<file path="src/rtl/tdm_pkg.sv">
// Shared definitions for the 8-channel TDM link (transmit and receive sides).
package tdm_pkg;

  localparam int SEL_W          = 3;
  localparam int NUM_CH         = 1 << SEL_W;
  localparam int MISS_LIMIT_DEF = 2;

  typedef enum logic {
    ST_HUNT = 1'b0,
    ST_RUN  = 1'b1
  } tdm_state_e;

endpackage

</file>
<file path="src/rtl/tdm_slot_counter.sv">
// Slot index counter: synchronous clear, load-to-1 and increment with natural wrap.
module tdm_slot_counter #(
  parameter int W = 3
) (
  input  logic         clk,
  input  logic         rst,
  input  logic         clr_i,
  input  logic         load1_i,
  input  logic         inc_i,
  output logic [W-1:0] cnt_o
);

  logic [W-1:0] cnt_q, cnt_d;

  always_comb begin
    cnt_d = cnt_q;
    if (clr_i) begin
      cnt_d = '0;
    end else if (load1_i) begin
      cnt_d = W'(1);
    end else if (inc_i) begin
      cnt_d = cnt_q + W'(1);
    end
  end

  always_ff @(posedge clk) begin
    if (rst) begin
      cnt_q <= '0;
    end else begin
      cnt_q <= cnt_d;
    end
  end

  assign cnt_o = cnt_q;

endmodule

</file>
<file path="src/rtl/tdm_demux_eight.sv">
// TDM receive demultiplexer: aligns to fsync, steers bits to channels, emits parallel frames.
// Optional flywheel tolerance of missing markers: define TDM_DEMUX_FLYWHEEL_EN.
module tdm_demux_eight
  import tdm_pkg::*;
#(
  parameter int SEL_W      = tdm_pkg::SEL_W,
  parameter int MISS_LIMIT = MISS_LIMIT_DEF
) (
  input  logic                    clk,
  input  logic                    rst,
  input  logic                    din,
  input  logic                    din_valid,
  input  logic                    fsync,
  output logic [(1<<SEL_W)-1:0]   y,
  output logic                    frame_valid,
  output logic [SEL_W-1:0]        ch_sel,
  output logic                    locked,
  output logic                    sync_err
);

  localparam int NCH = 1 << SEL_W;
  localparam logic [SEL_W-1:0] LAST_SLOT = SEL_W'(NCH - 1);

  if (MISS_LIMIT < 1 || SEL_W < 1) begin : g_param_check
    $error("tdm_demux_eight: MISS_LIMIT and SEL_W must be at least 1");
  end

  tdm_state_e        state_q, state_d;
  logic [SEL_W-1:0]  slot_q;
  logic              slot_clr, slot_load1, slot_inc;
  logic              shadow_wr;
  logic [SEL_W-1:0]  shadow_idx;
  logic [NCH-2:0]    shadow_q;
  logic [NCH-1:0]    y_q;
  logic              y_we;
  logic              fv_q, fv_d;
  logic              se_q, se_d;

`ifdef TDM_DEMUX_FLYWHEEL_EN
  localparam int MISS_W = $clog2(MISS_LIMIT + 1);
  logic [MISS_W-1:0] miss_q;
  logic              miss_clr, miss_inc;
`endif

  tdm_slot_counter #(.W(SEL_W)) u_slot (
    .clk     (clk),
    .rst     (rst),
    .clr_i   (slot_clr),
    .load1_i (slot_load1),
    .inc_i   (slot_inc),
    .cnt_o   (slot_q)
  );

  always_comb begin
    state_d    = state_q;
    slot_clr   = 1'b0;
    slot_load1 = 1'b0;
    slot_inc   = 1'b0;
    shadow_wr  = 1'b0;
    shadow_idx = '0;
    y_we       = 1'b0;
    fv_d       = 1'b0;
    se_d       = 1'b0;
`ifdef TDM_DEMUX_FLYWHEEL_EN
    miss_clr   = 1'b0;
    miss_inc   = 1'b0;
`endif
    if (din_valid) begin
      unique case (state_q)
        ST_HUNT: begin
          if (fsync) begin
            shadow_wr  = 1'b1;
            slot_load1 = 1'b1;
            state_d    = ST_RUN;
`ifdef TDM_DEMUX_FLYWHEEL_EN
            miss_clr   = 1'b1;
`endif
          end
        end
        ST_RUN: begin
          if (fsync) begin
            // A marker anywhere restarts the frame at channel 0; only off-slot-0 is an error.
            se_d       = (slot_q != '0);
            shadow_wr  = 1'b1;
            slot_load1 = 1'b1;
`ifdef TDM_DEMUX_FLYWHEEL_EN
            miss_clr   = (slot_q == '0);
`endif
          end else if (slot_q == '0) begin
            se_d = 1'b1;
`ifdef TDM_DEMUX_FLYWHEEL_EN
            miss_inc = 1'b1;
            if (int'(miss_q) + 1 >= MISS_LIMIT) begin
              state_d  = ST_HUNT;
              slot_clr = 1'b1;
            end else begin
              shadow_wr  = 1'b1;
              slot_load1 = 1'b1;
            end
`else
            state_d  = ST_HUNT;
            slot_clr = 1'b1;
`endif
          end else if (slot_q == LAST_SLOT) begin
            y_we     = 1'b1;
            fv_d     = 1'b1;
            slot_inc = 1'b1;
          end else begin
            shadow_wr  = 1'b1;
            shadow_idx = slot_q;
            slot_inc   = 1'b1;
          end
        end
        default: begin
          state_d  = ST_HUNT;
          slot_clr = 1'b1;
        end
      endcase
    end
  end

  genvar gi;
  generate
    for (gi = 0; gi < NCH - 1; gi++) begin : g_shadow
      always_ff @(posedge clk) begin
        if (rst) begin
          shadow_q[gi] <= 1'b0;
        end else if (shadow_wr && (shadow_idx == SEL_W'(gi))) begin
          shadow_q[gi] <= din;
        end
      end
    end
  endgenerate

  always_ff @(posedge clk) begin
    if (rst) begin
      state_q <= ST_HUNT;
      y_q     <= '0;
      fv_q    <= 1'b0;
      se_q    <= 1'b0;
    end else begin
      state_q <= state_d;
      fv_q    <= fv_d;
      se_q    <= se_d;
      // The channel-7 bit goes straight to y so the frame is out one cycle after it arrives.
      if (y_we) begin
        y_q <= {din, shadow_q};
      end
    end
  end

`ifdef TDM_DEMUX_FLYWHEEL_EN
  always_ff @(posedge clk) begin
    if (rst || miss_clr) begin
      miss_q <= '0;
    end else if (miss_inc && (int'(miss_q) < MISS_LIMIT)) begin
      miss_q <= miss_q + MISS_W'(1);
    end
  end
`endif

  assign y           = y_q;
  assign frame_valid = fv_q;
  assign sync_err    = se_q;
  assign locked      = (state_q == ST_RUN);
  assign ch_sel      = slot_q;

endmodule

</file>
<file path="config.mk">
export PLATFORM = sky130hd
export DESIGN_NAME = tdm_demux_eight
export DESIGN_NICKNAME = d
export VERILOG_FILES = /design/src/rtl/tdm_pkg.sv /design/src/rtl/tdm_slot_counter.sv /design/src/rtl/tdm_demux_eight.sv
export SDC_FILE = /design/constraint.sdc
export NUM_CORES = 1
export LEC_CHECK = 0
export BUFFER_PORTS_ARGS = -buffer_cell sky130_fd_sc_hd__buf_2
export CAP_MARGIN = 10
export CORE_MARGIN = 8
export CORE_UTILIZATION = 51
export CTS_BUF_LIST = sky130_fd_sc_hd__clkbuf_8
export DETAILED_ROUTE_END_ITERATION = 16
export PLACE_DENSITY = 0.77
export SLEW_MARGIN = 15
export SYNTH_ARGS = -nofsm -noshare
export SYNTH_HDL_FRONTEND = slang
export SYNTH_SLANG_ARGS = --single-unit
</file>
<file path="constraint.sdc">
create_clock -name clk -period 1.65 [get_ports clk]
set_input_delay 0.33 -clock clk [delete_from_list [all_inputs] [get_ports clk]]
set_output_delay 0.33 -clock clk [all_outputs]
set_load 0.03 [all_outputs]
</file>
==> impl_metrics.csv <==
group,metric,value,unit
floorplanning,initial_core_util,53.4,%
clock_tree,tritoncts,"yes",
sta,setup_violations,0,
sta,max_freq,611,MHz
logic_synthesis,synth_nets,117,
setup_path,crit_fanout,4,
route,post-route-drc-count,0,
route,drt_iter0_drc,17,
pwr,total_power,0.943,mW
sta,worst_pin_slew,0.332,ns
final_layout,mostFrequentLayoutCell,"dfxtp_1",
route,via_count,807,
setup_path,startpoint_type,"flop",
sta,layout_min_cycle_time,1.64,ns
final_layout,final_cells,160,
sta,fin_ws,0.0133,ns
floorplanning,core_area,0.00194,mm2
pwr,p_leak,0.583,nW
floorplanning,die_h,61.1,um
route,dr.pass1.iters,3,
clock_tree,root_buffer,"clkbuf_8",
floorplanning,pin_count,19,
place,pre_cts_ws,-0.0244,ns
grt,busiest_layer,"met2",
flow_run,max_cap_viol_count,0,
grt,grt_pass1_wl,3410,um
grt,grtUsageMet2,20.4,%
place,place.gp.congestion,0.904,
clock_tree,clock_path_buffers,2,
setup_path,critPathCaptureType,"flop",
logic_synthesis,yosysWarningCount,0,
clock_tree,cts.sinks,21,
clock_tree,clk_pin_slew,0.07,ns
final_layout,mostFrequentLayoutCells,"19 x dfxtp_1, 18 x buf_2, 17 x mux2i_1",
sta,clock_skew,0.00146,ns
hold_path,hold_depth,3,
logic_synthesis,synthArstFlopShare,0,%
logic_synthesis,synthCells,106,
logic_synthesis,synth_top_cell_area_share,40.5,%
pwr,power-per-cell-area,716,mW/mm2
clock_tree,htreeDepth,1,
final_layout,fin_area,0.00132,mm2
clock_tree,cts_made_buffers,3,
grt,grtUsageMet3,2.09,%
sta,rsz0062_at_grt,"true",
logic_synthesis,synth_edf_count,0,
setup_path,crit_type,"flop to flop",
floorplanning,die_x,61.1,um
logic_synthesis,synth_area_leader_cell,"dfxtp_1",
logic_synthesis,syn_area,0.00104,mm2
sta,min_period_over_period,99.2,%
place,placed_cell_area,0.00116,mm2
grt,grt_use_total,12.0,%
route,wirelength,2100,um
place,io_buffers,18,
final_layout,final_nets,145,
outcome,status,"completed",
sta,drv_slew,0,
logic_synthesis,synth_area_per_cell,9.79,um2
grt,grt-ovfl-total,0,
grt,grt_max_degree,21,
logic_synthesis,synth_flop_cell,"dfxtp_1",
route,ant_nets,0,
place,place_inst,149,
sta,setup_tns,0,ns
final_layout,antenna_cells,0,
setup_path,r2r_cells,8,
grt,grtUsageMet1,14.1,%
clock_tree,clock_latency,0.26,ns
floorplanning,dieArea,0.00373,mm2
logic_synthesis,synth.distinct_cells,29,
route,viasPerCell,5.04,
grt,antenna_found_initial,0,
setup_path,cp.arrival,1.78,ns
route,routedWlPerCell,13.1,um
hold_path,min_path_type,"input port to flop",
pwr,vdd_drop_max,581,uV
sta,hold_slack,0.325,ns
sta,maxSlewHeadroom,77.8,%
setup_path,worstPathRequired,1.79,ns
final_layout,drive_above_1_share,34.6,%
sta,hold_violations,0,
place,hpwl,1540,um
logic_synthesis,ys_ff_latch,21,
final_layout,area_delta_synth_final,26.9,%
grt,grt_pass1_vias,808,
logic_synthesis,synthTopCellsByArea,"dfxtp_1 41%, mux2i_1 16%, ha_1 7.2%, nand2b_1 4.8%, nor2_1 4.0%",
logic_synthesis,yosysSeqAreaShare,40.5,%
final_layout,fin_util,67.8,%
floorplanning,rows,16,
per-layer routing:
layer,wire (um),part of all wire [%]
met5,0,0
met4,33,1.6
met3,84,4.0
met2,1010,48
met1,973,46
cell type report:
| class | count | area (um2) |
|---|---|---|
| clock inverters | 1 | 3.75 |
| flip-flops and latches | 21 | 428 |
| fillers | 170 | 626 |
| multi-input cells | 74 | 611 |
| repair buffers | 28 | 169 |
| well taps | 27 | 33.8 |
| inverters | 6 | 30.0 |
| clock buffers | 3 | 41.3 |
path summary, 6_finish.rpt:
path / startpoint / end / slack (ns)
setup / recovery: u_slot.cnt_o[1]$_SDFFE_PP0P_ / y[1]$_SDFFE_PP0P_ / 0.01
hold / removal: din / y[7]$_SDFFE_PP0P_ / 0.32
hold reg to reg: shadow_q[5]$_SDFFE_PP0P_ / shadow_q[5]$_SDFFE_PP0P_ / 0.48
setup reg to reg: u_slot.cnt_o[1]$_SDFFE_PP0P_ / y[1]$_SDFFE_PP0P_ / 0.01
kinds of logic after synthesis:
| family | Yosys count | synth area share (%) |
|---|---|---|
| adder cells (fa/ha/maj) | 6 | 7.24 |
| AND/OR/NAND/NOR | 42 | 24.5 |
| AO/OA/AOI/OAI | 9 | 6.27 |
| buffers and inverters | 11 | 5.07 |
| multiplexers | 17 | 16.4 |
| flip-flops | 21 | 40.5 |
Yosys cell counts (2+ instances only):
cell	number
dfxtp_1	21
nor2b_1	2
inv_1	5
clkbuf_1	3
nor2_1	11
nand3_1	4
nand4b_1	2
nand2b_1	8
ha_1	6
nand4_1	2
a21oi_1	4
mux2i_1	17
nor3_1	2
nand2_1	4
timing repair:
item                                   in CTS  in global routing
buffers inserted                            7                  0
resized for setup                           4                  7
hold buffers                                0                  0
pin swaps                                   1                  7
endpoints found under the hold margin       0                  0
setup endpoints to repair                   7                 19
power breakdown:
part	internal (mW)	switching (mW)	leakage (nW)
clock network	0.166	0.157	0.0269
logic	0.0437	0.0615	0.385
registers	0.510	0.00438	0.171
total	0.720	0.223	0.583
critical path: stages, from the launching register on:
cell,delay (ns)
dfxtp_4,0.38
inv_4,0.04
ha_4,0.14
or2b_4,0.23
inv_4,0.05
nor4b_4,0.25
buf_4,0.19
mux2i_1,0.19
nor2_1,0.05
registers in the layout, indices dropped and copies added, names as in the netlist:
name	count
frame_valid	1
shadow_q	7
u_slot.cnt_o	3
sync_err	1
y	8
locked	1
(Power assumes the default switching activity.)
